### config.mk
export PLATFORM = sky130hd
export DESIGN_NAME = universal_reg
export DESIGN_NICKNAME = d
export VERILOG_FILES = /design/src/rtl/universal_reg.sv
export SDC_FILE = /design/constraint.sdc
export NUM_CORES = 1
export LEC_CHECK = 0
export CORE_MARGIN = 3
export CORE_UTILIZATION = 44
export DETAILED_ROUTE_END_ITERATION = 10
export PLACE_DENSITY = 0.94
export SLEW_MARGIN = 15
export SYNTH_ARGS = -nofsm -noshare
export SYNTH_HDL_FRONTEND = slang
export SYNTH_SLANG_ARGS = --single-unit
### constraint.sdc
create_clock -name clk -period 3.83 [get_ports clk]
set_input_delay 0.5745 -clock clk [delete_from_list [all_inputs] [get_ports clk]]
set_output_delay 0.5745 -clock clk [all_outputs]
set_load 0.01 [all_outputs]
### src/rtl/universal_reg.sv
// rtl/universal_reg.sv - universal shift/load register with preset, status flags and change pulse (optional ring mode: UNIVERSAL_REG_RING_EN)
module universal_reg #(
    parameter int               WIDTH       = 8,
    parameter logic [WIDTH-1:0] RESET_VALUE = '0
) (
    input  logic             clk,
    input  logic             clear,
    input  logic             preset,
    input  logic             en,
    input  logic [1:0]       mode,
    input  logic [WIDTH-1:0] d,
    input  logic             sin_r,
    input  logic             sin_l,
    output logic [WIDTH-1:0] q,
    output logic [WIDTH-1:0] qn,
    output logic             sout_r,
    output logic             sout_l,
    output logic             zero,
    output logic             upd
);

    localparam logic [1:0] MODE_HOLD  = 2'b00;
    localparam logic [1:0] MODE_SHR   = 2'b01;
    localparam logic [1:0] MODE_SHL   = 2'b10;
    localparam logic [1:0] MODE_LOAD  = 2'b11;

    logic [WIDTH-1:0] reg_q;
    logic [WIDTH-1:0] reg_d;
    logic             upd_q;
    logic             upd_d;

    logic             in_r;
    logic             in_l;
    logic [WIDTH-1:0] shr_val;
    logic [WIDTH-1:0] shl_val;

`ifdef UNIVERSAL_REG_RING_EN
    // Ring build: the bit falling off one end re-enters at the other; serial inputs are not used.
    logic unused_sin;
    assign unused_sin = sin_r ^ sin_l;
    assign in_r = reg_q[0];
    assign in_l = reg_q[WIDTH-1];
`else
    assign in_r = sin_r;
    assign in_l = sin_l;
`endif

    // A one-bit register has nothing to shift along; the incoming bit simply replaces it.
    generate
        if (WIDTH == 1) begin : g_narrow
            assign shr_val = in_r;
            assign shl_val = in_l;
        end else begin : g_wide
            assign shr_val = {in_r, reg_q[WIDTH-1:1]};
            assign shl_val = {reg_q[WIDTH-2:0], in_l};
        end
    endgenerate

    // Next-state selection: preset beats mode operations; clear is applied in the register process.
    always_comb begin
        reg_d = reg_q;
        if (preset) begin
            reg_d = '1;
        end else if (en) begin
            case (mode)
                MODE_HOLD: reg_d = reg_q;
                MODE_SHR:  reg_d = shr_val;
                MODE_SHL:  reg_d = shl_val;
                MODE_LOAD: reg_d = d;
                default:   reg_d = reg_q;
            endcase
        end
        upd_d = (reg_d != reg_q);
    end

    // State register with synchronous clear overriding every other operation.
    always_ff @(posedge clk) begin
        if (clear) begin
            reg_q <= RESET_VALUE;
            upd_q <= 1'b0;
        end else begin
            reg_q <= reg_d;
            upd_q <= upd_d;
        end
    end

    assign q      = reg_q;
    assign qn     = ~reg_q;
    assign sout_r = reg_q[0];
    assign sout_l = reg_q[WIDTH-1];
    assign zero   = (reg_q == '0);
    assign upd    = upd_q;

endmodule

**Yosys cells after proc, flatten, opt, wreduce, memory -nomap -nowiden**

Index checks and enable logic that the tools add are counted.

- Register bits: 9
- Output and inout port bits: 20
- Bits of input ports: 16
- Logic and storage cells: 12

- Bitwise gates (word level): 1
- Multiplexer cells: 3
- Reductions and logical operators: 2
- Equality and inequality tests: 4

Operator list:

| kind | number |
|---|---|
| $pmux W8 S4 | 1 |
| $mux W8 | 2 |
| $logic_not A8 Y1 | 1 |
| $ne A8 B8 Y1 | 1 |
| $not A8 Y8 | 1 |
| $eq A2 B2 Y1 const B | 2 |
| $eq A2 B1 Y1 const B | 1 |
| $logic_not A2 Y1 | 1 |

**Depth between registers and ports, before layout**

- Word-level depth: 5
- Mapped depth: 7
- Gate-level depth less buffers: 5

**Least setup slack after synthesis**

No wires, ideal clock.

- Path kind: input port to flip-flop
- Start: in mode[1]
- End: reg upd_q (netlist: upd)
- Path buffers: 1
- Slack: 1,788 ps
- Setup time: 81 ps
- Data arrival time: 1,961 ps
- Cell stages on the path: 6
- Data required time: 3,749 ps
- Cell sequence: buf_6 -> mux2_4 -> a22oi_2 -> mux2_4 -> a221o_1 -> a41oi_1

- Cells in the longest elaborated chain, start to end: 5
- Elaborated cells between the ends (all ways): 8
- Those cells by class: 4 x eq/ne; 3 x mux; 1 x reduce/logical

Ends and longest elaborated chain:

| element | RTL line | source |
|---|---|---|
| start, declared | 10 | `input logic [1:0] mode,` |
| $eq A2 B2 Y1 (tied with other cells) | 65 | `case (mode)` |
| $pmux W8 S4 * | 65 |  |
| $mux W8 * | 64 | `end else if (en) begin` |
| $mux W8 * | 62 | `if (preset) begin` |
| $ne A8 B8 Y1 * | 73 | `upd_d = (reg_d != reg_q);` |
| end signal, assigned | 83 | `upd_q <= upd_d;` |
| end, declared | 29 | `logic upd_q;` |

Mark *: on every way between the ends. The rest lies on a longest branch, timed or not.
A chain may end at the register's enable or synchronous reset.

**Worst setup path after layout**

Same ends and word-level chain as after synthesis.

==> impl_metrics.py <==
metrics = {
    "yosys": {
        "synthAdderAreaFrac": 0,
        "synth_top_cell_by_area": "dfxtp_1",
        "yosys_warnings": 0,
        "synth-simple-area-share": 0.176,
        "ys_seq_elements": 9,
        "synth-xor-area-share": 0,
        "netlist.area_leader.share": 0.226,
        "synth_mux_area_frac": 0.143,
        "async_flop_share": 0,
        "yosysSeqAreaShare": 0.226,
        "synth.avg_cell_area_sq_um": 7.58,
        "synthFlopType": "dfxtp_1",
        "synth_compound_area_frac": 0.336,
        "netlist_instances": 105,
        "ys_types": 34,
        "synth_top_family_by_area": "compound AO/OA/AOI/OAI gates",
        "synthTopCellsByArea": "dfxtp_1 23%, mux2i_1 6.3%, nor2_1 6.1%, a21oi_1 5.7%, inv_1 4.7%",
        "syn_area_sq_um": 796,
        "syn_nets": 121,
        "synth_edf_count": 0,
    },
    "cts": {
        "path_clk_slew_ns": 0.06,
        "cts_resized": 0,
        "cts_hold_buf": 0,
        "cts_max_path_buffers": 2,
        "numCtsBuffers": 3,
        "cts_setup_buffers": 0,
        "cts_sinks": 9,
        "cts_root_buf": "clkbuf_4",
        "clkLatencyLatePin_ns": 0.27,
        "cts_htree_levels": 1,
        "cts_tree": "yes",
    },
    "critical_path": {
        "worstPathRequired_ns": 4.02,
        "r2r_slack_ns": 2.23,
        "cp_max_fo": 17,
        "criticalPathCategory": "in -> reg",
        "crit-reg2reg-capture": "upd",
        "end_kind": "register",
        "rr_worst_depth": 5,
        "path_depth": 6,
        "critPathBufInv": 1,
        "critPathMostFrequentCell": "mux2_4",
        "crit_path_end": "upd",
        "critPathArrivalTime_ns": 2.89,
        "worstReg2RegStart": "q[6]",
        "crit_slowest_cell": "clkdlybuf4s50_1",
        "critPathMaxStageDelay_ns": 0.91,
        "critPathLaunch": "mode[1]",
        "startpoint_type": "primary input",
        "crit_chain": "clkdlybuf4s50_1 > mux2_4 > a22oi_2 > mux2_4 > a221o_1 > a41oi_1",
        "critPathTopFamily": "buffers and inverters",
    },
    "placed_design": {
        "gp_congestion": 0.874,
        "dpl.hpwl_mm": 1.69,
        "placed_area_sq_um": 1130,
        "port_buffers": 35,
        "dp_cells": 156,
    },
    "final_layout": {
        "nets": 153,
        "final_common_cell": "clkdlybuf4s50_1",
        "mostFrequentLayoutCells": "35 x clkdlybuf4s50_1, 13 x nor2_1, 10 x inv_1, 9 x a21oi_1, 9 x dfxtp_1",
        "final_layout_size_suffix_gt1_frac": 0.0882,
        "area_growth_pct": 45.0,
        "fill_cells": 112,
        "finalNonFillerCells": 160,
        "n_antenna_cell": 0,
        "final_util": 0.724,
        "fin_area_sq_um": 1150,
    },
    "route": {
        "drt_pass1_iterations": 4,
        "wl_mm": 2.41,
        "drtIter0Drc": 24,
        "vias": 930,
        "routedWlPerCell_um": 15.1,
        "drcViolationCount": 0,
        "ant_nets": 0,
        "vias_per_cell": 5.81,
    },
    "floorplan": {
        "core_sq_um": 1590,
        "initial_core_util": 0.499,
        "fp-row-count": 14,
        "die_w_um": 48.5,
        "ios": 36,
        "die_y_um": 48.5,
        "die_area_sq_um": 2350,
    },
    "timing": {
        "slew_headroom": 0.548,
        "rsz0062_at_grt": "false",
        "worst_pin_slew_ns": 0.676,
        "fin_skew_ns": 0.000215,
        "min_period_ns": 2.70,
        "period_share": 0.704,
        "finalSetupViolCount": 0,
        "max_freq_ghz": 0.371,
        "maxSlewViolCount": 0,
        "fin_tns_setup_ns": 0,
        "hold_viol_final": 0,
    },
    "job": {
        "maxCapViolCount": 0,
    },
    "power_and_ir_drop": {
        "powerDensity_nw_per_um2": 280,
        "leakage_nw": 0.451,
        "p_total_uw": 323,
        "peakVddDrop_mv": 0.194,
    },
    "global_route": {
        "grt_start_max_net_pins": 18,
        "antenna_found_initial": 0,
        "overflow": 0,
        "grt_pass1_wl_mm": 3.92,
        "grtUsageTotal": 0.206,
        "grt_pass1_vias": 855,
    },
    "min_path": {
        "min_path_type": "reg -> reg",
    },
    "run_status": {
        "outcome": "completed",
    },
}
## routing by layer
metal / global-route usage / vias up / routed length, um / share of wire
li1: - / 453 / - / -
met1: 0.267 / 410 / 1060 / 0.44
met3: 0.0552 / 7 / 230 / 0.095
met5: 0 / - / 0 / 0
met2: 0.314 / 60 / 1060 / 0.44
met4: 0.104 / 0 / 61 / 0.025
## final cells by class
cell class | count | area, sq um | area share
Clock buffer | 4 | 26.3 | 0.0228
Inverter | 10 | 37.5 | 0.0325
Multi-Input combinational cell | 77 | 522 | 0.452
Sequential cell | 9 | 180 | 0.156
Tap cell | 24 | 30.0 | 0.0260
Timing Repair Buffer | 36 | 358 | 0.310
## worst min path at each step
| stage | start | endpoint | slack, ns | depth (start not counted) |
|---|---|---|---|---|
| global route | q[6] | q[6] | 0.67 | 2 |
| global placement | q[6] | q[6] | 0.58 | 2 |
| finish | q[6] | q[6] | 0.67 | 2 |
| detailed placement | q[6] | q[6] | 0.60 | 2 |
| CTS | q[6] | q[6] | 0.66 | 2 |
| floorplan | q[6] | q[6] | 0.57 | 2 |
## power breakdown
part | switching (mW) | total, mW | internal, mW | leakage, nW
logic | 0.0589 | 0.130 | 0.0713 | 0.361
registers | 0.0144 | 0.116 | 0.102 | 0.0756
clock network | 0.0362 | 0.0765 | 0.0403 | 0.0150
## registers in the layout, summed over array words and instances (netlist names)
| signal | flops |
|---|---|
| upd | 1 |
| q | 8 |
## stage by stage
step	hold slack, ns	setup WS, ns
2_1_floorplan	0.567	1.79
3_3_place_gp	0.576	0.938
3_5_place_dp	0.602	0.889
4_1_cts	0.655	1.15
5_1_grt	0.671	1.01
6_report	0.666	1.13
## cell usage after synthesis, types with 3 or more instances
cell and n:
o211ai_1 4, nor2_1 13, nand2_1 5, buf_4 3, dfxtp_1 9, a211oi_1 3, nand3b_1 3, o21ai_0 5
mux2_2 3, nor3_1 3, a21oi_1 9, inv_1 10, nand4_1 3, mux2i_1 5, buf_2 3, a22oi_1 3
## logic make-up (layout without fill, tap and decap cells)
kind of cell           Yosys count  after routing
buffers and inverters           19             50
DFF                              9              9
AOI/OAI and AO/OA               38             38
and+or+nand+nor                 29             29
muxes                           10             10
## worst register-to-register path, stage by stage (launching register included)
cell     delay (ns)
dfxtp_1        0.39
mux2_2         0.29
a22oi_1        0.27
nand2_1        0.10
a221o_1        0.31
a41oi_1        0.17
Note: power is estimated with default switching activity, not from simulation.
